===== src/rtl/updown10.sv =====
// updown10: single-digit decimal (0-9) up/down counter.
// A free-running prescaler divides CLK by SEC1_MAX to produce a one-cycle step
// enable; on every enable edge the BCD digit moves one place up or down,
// wrapping 9<->0. COUNT comes straight from a register, so it is glitch-free
// and has no combinational path from DEC.
module updown10 #(
  parameter int unsigned SEC1_MAX = 125_000_000  // CLK cycles per step, >= 1
) (
  input  logic       CLK,    // system clock, rising edge
  input  logic       RESET,  // asynchronous, active-low
  input  logic       DEC,    // 1 = count down, 0 = count up
  output logic [3:0] COUNT   // current BCD digit, 0..9
);

  // Prescaler needs to hold 0..SEC1_MAX-1; a divide-by-1 still gets one bit so
  // the register and compare stay well-formed.
  localparam int unsigned PRE_W = (SEC1_MAX > 1) ? $clog2(SEC1_MAX) : 1;
  localparam logic [PRE_W-1:0] PRE_LAST = PRE_W'(SEC1_MAX - 1);

  localparam logic [3:0] DIGIT_MIN = 4'd0;
  localparam logic [3:0] DIGIT_MAX = 4'd9;

  logic [PRE_W-1:0] prescaler;
  logic             step_en;
  logic [3:0]       count_next;

  // Enable is decoded from the terminal prescaler value; with SEC1_MAX==1 the
  // prescaler sits at 0 == PRE_LAST and the enable is high every cycle.
  assign step_en = (prescaler == PRE_LAST);

  // Free-running prescaler: 0..SEC1_MAX-1 then wrap; DEC never restarts it.
  always_ff @(posedge CLK or negedge RESET) begin
    // NOTE: sequential state uses non-blocking (<=) so every register samples
    // pre-edge values; blocking here would create order-dependent races.
    if (!RESET) begin
      prescaler <= '0;
    end else if (step_en) begin
      prescaler <= '0;
    end else begin
      prescaler <= prescaler + 1'b1;
    end
  end

  // Next digit for an enable edge: step in the sampled direction with wrap;
  // any out-of-range value recovers to 0.
  always_comb begin
    // NOTE: default assigned first so every path drives count_next and no
    // latch is inferred.
    count_next = DIGIT_MIN;
    if (COUNT > DIGIT_MAX) begin
      count_next = DIGIT_MIN;
    end else if (DEC) begin
      count_next = (COUNT == DIGIT_MIN) ? DIGIT_MAX : COUNT - 4'd1;
    end else begin
      count_next = (COUNT == DIGIT_MAX) ? DIGIT_MIN : COUNT + 4'd1;
    end
  end

  // Digit register: loads only on enable edges, holds otherwise; DEC is thus
  // sampled solely on the enable edge.
  always_ff @(posedge CLK or negedge RESET) begin
    if (!RESET) begin
      COUNT <= DIGIT_MIN;
    end else if (step_en) begin
      COUNT <= count_next;
    end
  end

endmodule


===== config.mk =====
export PLATFORM = sky130hd
export DESIGN_NAME = updown10
export DESIGN_NICKNAME = d
export VERILOG_FILES = /design/src/rtl/updown10.sv
export SDC_FILE = /design/constraint.sdc
export NUM_CORES = 1
export LEC_CHECK = 0
export CAP_MARGIN = 20
export CELL_PAD_IN_SITES_DETAIL_PLACEMENT = 2
export CELL_PAD_IN_SITES_GLOBAL_PLACEMENT = 2
export CORE_MARGIN = 2
export CORE_UTILIZATION = 40
export DETAILED_ROUTE_END_ITERATION = 8
export DONT_BUFFER_PORTS = 1
export GPL_ROUTABILITY_DRIVEN = 0
export PLACE_DENSITY = 0.8
export SLEW_MARGIN = 20
export SYNTH_ARGS = -nofsm -noshare
export SYNTH_HDL_FRONTEND = slang
export SYNTH_SLANG_ARGS = --single-unit
export TNS_END_PERCENT = 100

===== constraint.sdc =====
create_clock -name CLK -period 2.65 [get_ports CLK]
set_clock_uncertainty 0.1 [all_clocks]
set_input_delay 0.265 -clock CLK [delete_from_list [all_inputs] [get_ports CLK]]
set_output_delay 0.265 -clock CLK [all_outputs]
set_load 0.05 [all_outputs]

==> flow_summary.ini <==
[logic_synthesis]
synth_top_area_cell = dfrtp_1
synth_top_area_share_pct = 46.8
synthCells = 170
synth_edf_count = 0
syn_area_mm2 = 0.00166
ys_seq_elements = 31
ys_warn_count = 0
ys_top_cells_by_area = dfrtp_1 47%, xor2_1 9.0%, nand4_1 5.7%
synth_ff_type = dfrtp_1
synth.distinct_cells = 38
synth.avg_cell_area_um2 = 9.76
syn_nets = 174
seq_area_frac_synth_pct = 46.8
async_flop_share_pct = 100

[power_and_ir_drop]
pwr-share-seq_pct = 54.9
power.density_mw_per_mm2 = 468
p_clk_share_pct = 43.1
p_int_mw = 0.682
netSwitchingFraction_pct = 20.9
ir_worst_vdd_v = 0.000231
power_leakage_nw = 0.816
p_comb_share_pct = 2.0
switchingPower_mw = 0.180

[clock_network]
clk_pin_slew_ps = 70
insertion_delay_ps = 280
clockBufferDepth = 2
clock-sinks = 31
cts_resized = 0
ctsHoldBuffers = 2
cts_setup_buffers = 0
cts_max_level = 2
cts-root-buf = clkbuf_8
cts_tree = built
cts_buffers = 5

[setup_path]
critPathKind = reg2reg
r2r_start = prescaler[10]
crit_path_end_kind = register
crit_fanout = 10
critPathLaunchType = register
critPathLaunch = prescaler[10]
r2r-end = COUNT[0]
worstRegToRegCells = 6
r2r_slack_ps = 450
cpPeakStageDelay_ps = 560
crit_required_ps = 2750
crit_chain = or4_4 -> nor4_4 -> and3_1 -> buf_4 -> nand2_1 -> mux2i_1
endpoint = COUNT[0]
cp.arrival_ps = 2300
slowest_stage = or4_4

[final_layout]
layout_common_cells = 31 x dfrtp_1, 24 x nor2_1, 17 x xor2_1
n_antenna_cell = 0
drive_gt1_share_pct = 9.60
fillCellCount = 414
final_area_mm2 = 0.00184
area_growth_pct = 11.0
final_common_cell = dfrtp_1
nets = 181

[route]
vias = 1302
routed_wirelength_um = 4230
wl_per_cell_um = 18.6
dr.first_iter.drc_count = 49
vias_per_cell = 5.74
firstDrtPassIters = 4
route.detailed.drc = 0
ant_nets = 0

[global_routing]
grt_pass1_vias = 1417
antenna_found_initial = 0
grt_overflow = 0
grt_pass1_wl_um = 7110
grt_max_degree = 32
grtUsageTotal_pct = 21.2

[floorplan]
rows = 23
start_util_pct = 41.5
io_pins = 7
design.core.area_mm2 = 0.00400
die_w_um = 68.4
die-area_mm2 = 0.00468
die_y_um = 68.4

[sta]
finalCritPeriodShare_pct = 83.1
rsz0062_at_grt = no
maxSlewViolCount = 0
worst_slew_pin_slew_ps = 762
tns_ps = 0
fin_crit_ps = 2200
max_freq_ghz = 0.454
slew_headroom_pct = 49.2
hold_violations = 0
finalSetupViolCount = 0

[status]
status = finished, final reports clean

[job]
maxCapViolCount = 0

[placement]
port_buffers = 0
placed_area_mm2 = 0.00172
dp_hpwl_um = 3120

[hold_path]
hold_class = in2reg
==> state kept, by name, summed over array words and instances, names as in the netlist <==
| register | count |
|---|---|
| COUNT | 4 |
| prescaler | 27 |
==> power groups by stage <==
stage | logic (mW) | registers (mW) | clock network, mW
after floorplan | 0.00367 | 0.482 | 0
after global routing | 0.0191 | 0.473 | 0.408
after CTS | 0.0175 | 0.473 | 0.387
final | 0.0169 | 0.473 | 0.372
after global placement | 0.00262 | 0.482 | 0
after detailed placement | 0.00293 | 0.482 | 0
==> stage by stage <==
stage / hold slack (ps) / total power, mW / worst slack (ps) / util (%) / instances
3_3_place_gp: -130 / 0.485 / 546 / 43.1 / 218
3_5_place_dp: -130 / 0.485 / 467 / 43.1 / 218
2_1_floorplan: -131 / 0.486 / 508 / - / 170
6_report: 180 / 0.862 / 448 / 46.0 / 227
5_1_grt: 207 / 0.900 / 301 / 46.0 / 227
4_1_cts: 165 / 0.877 / 443 / 46.0 / 227
==> cell families after synthesis <==
family | after synthesis | synth area share, %
buf+inv | 8 | 2.11
flops | 31 | 46.8
simple gates | 94 | 32.0
mux | 1 | 0.603
xor+xnor | 25 | 13.2
compound gates | 10 | 4.60
fa+ha+maj | 1 | 0.754
==> routing by layer <==
| metal | part of all wire (%) | vias up | GRT usage, % |
|---|---|---|---|
| met5 | 0 | - | 0 |
| met4 | 1.1 | 0 | 8.50 |
| met3 | 2.4 | 4 | 5.59 |
| met2 | 51 | 11 | 34.4 |
| met1 | 45 | 669 | 26.7 |
| li1 | - | 618 | - |
==> synthesized netlist by cell type, types with 2 or more instances <==
cell type and count:
and3_1 6, and4_1 3, clkbuf_1 4, dfrtp_1 31, inv_1 2, nand2_1 15
nand3_1 11, nand4_1 15, nor2_1 24, nor3_1 4, nor4_1 2, nor4b_1 2
o21ai_0 2, or4b_2 2, xnor2_1 8, xor2_1 17
==> critical path: cells and delay by family (launching register included) <==
| family | cells | cell delay (ps) |
|---|---|---|
| buffers and inverters | 1 | 190 |
| DFF | 1 | 430 |
| muxes | 1 | 120 |
| and+or+nand+nor | 4 | 1280 |
==> cell type report <==
cell class	instances	area, µm²	share of cell area, %
multi-input cells	131	848	46.1
flip-flops and latches	31	776	42.1
clock buffers	6	82.6	4.48
well taps	50	62.6	3.40
repair buffers	6	60.1	3.26
inverters	2	7.51	0.408
clock inverters	1	5.00	0.272
==> how the worst min path moves through the flow <==
stage	startpoint	to	slack, ps	cells past startpoint
3_3_place_gp	RESET	prescaler[3]	-130	0
6_report	DEC	COUNT[1]	180	3
4_1_cts	DEC	COUNT[1]	170	3
3_5_place_dp	RESET	prescaler[3]	-130	0
2_1_floorplan	RESET	COUNT[0]	-130	0
5_1_grt	DEC	COUNT[1]	210	3
No activity file was read; power rests on OpenSTA's default activity.
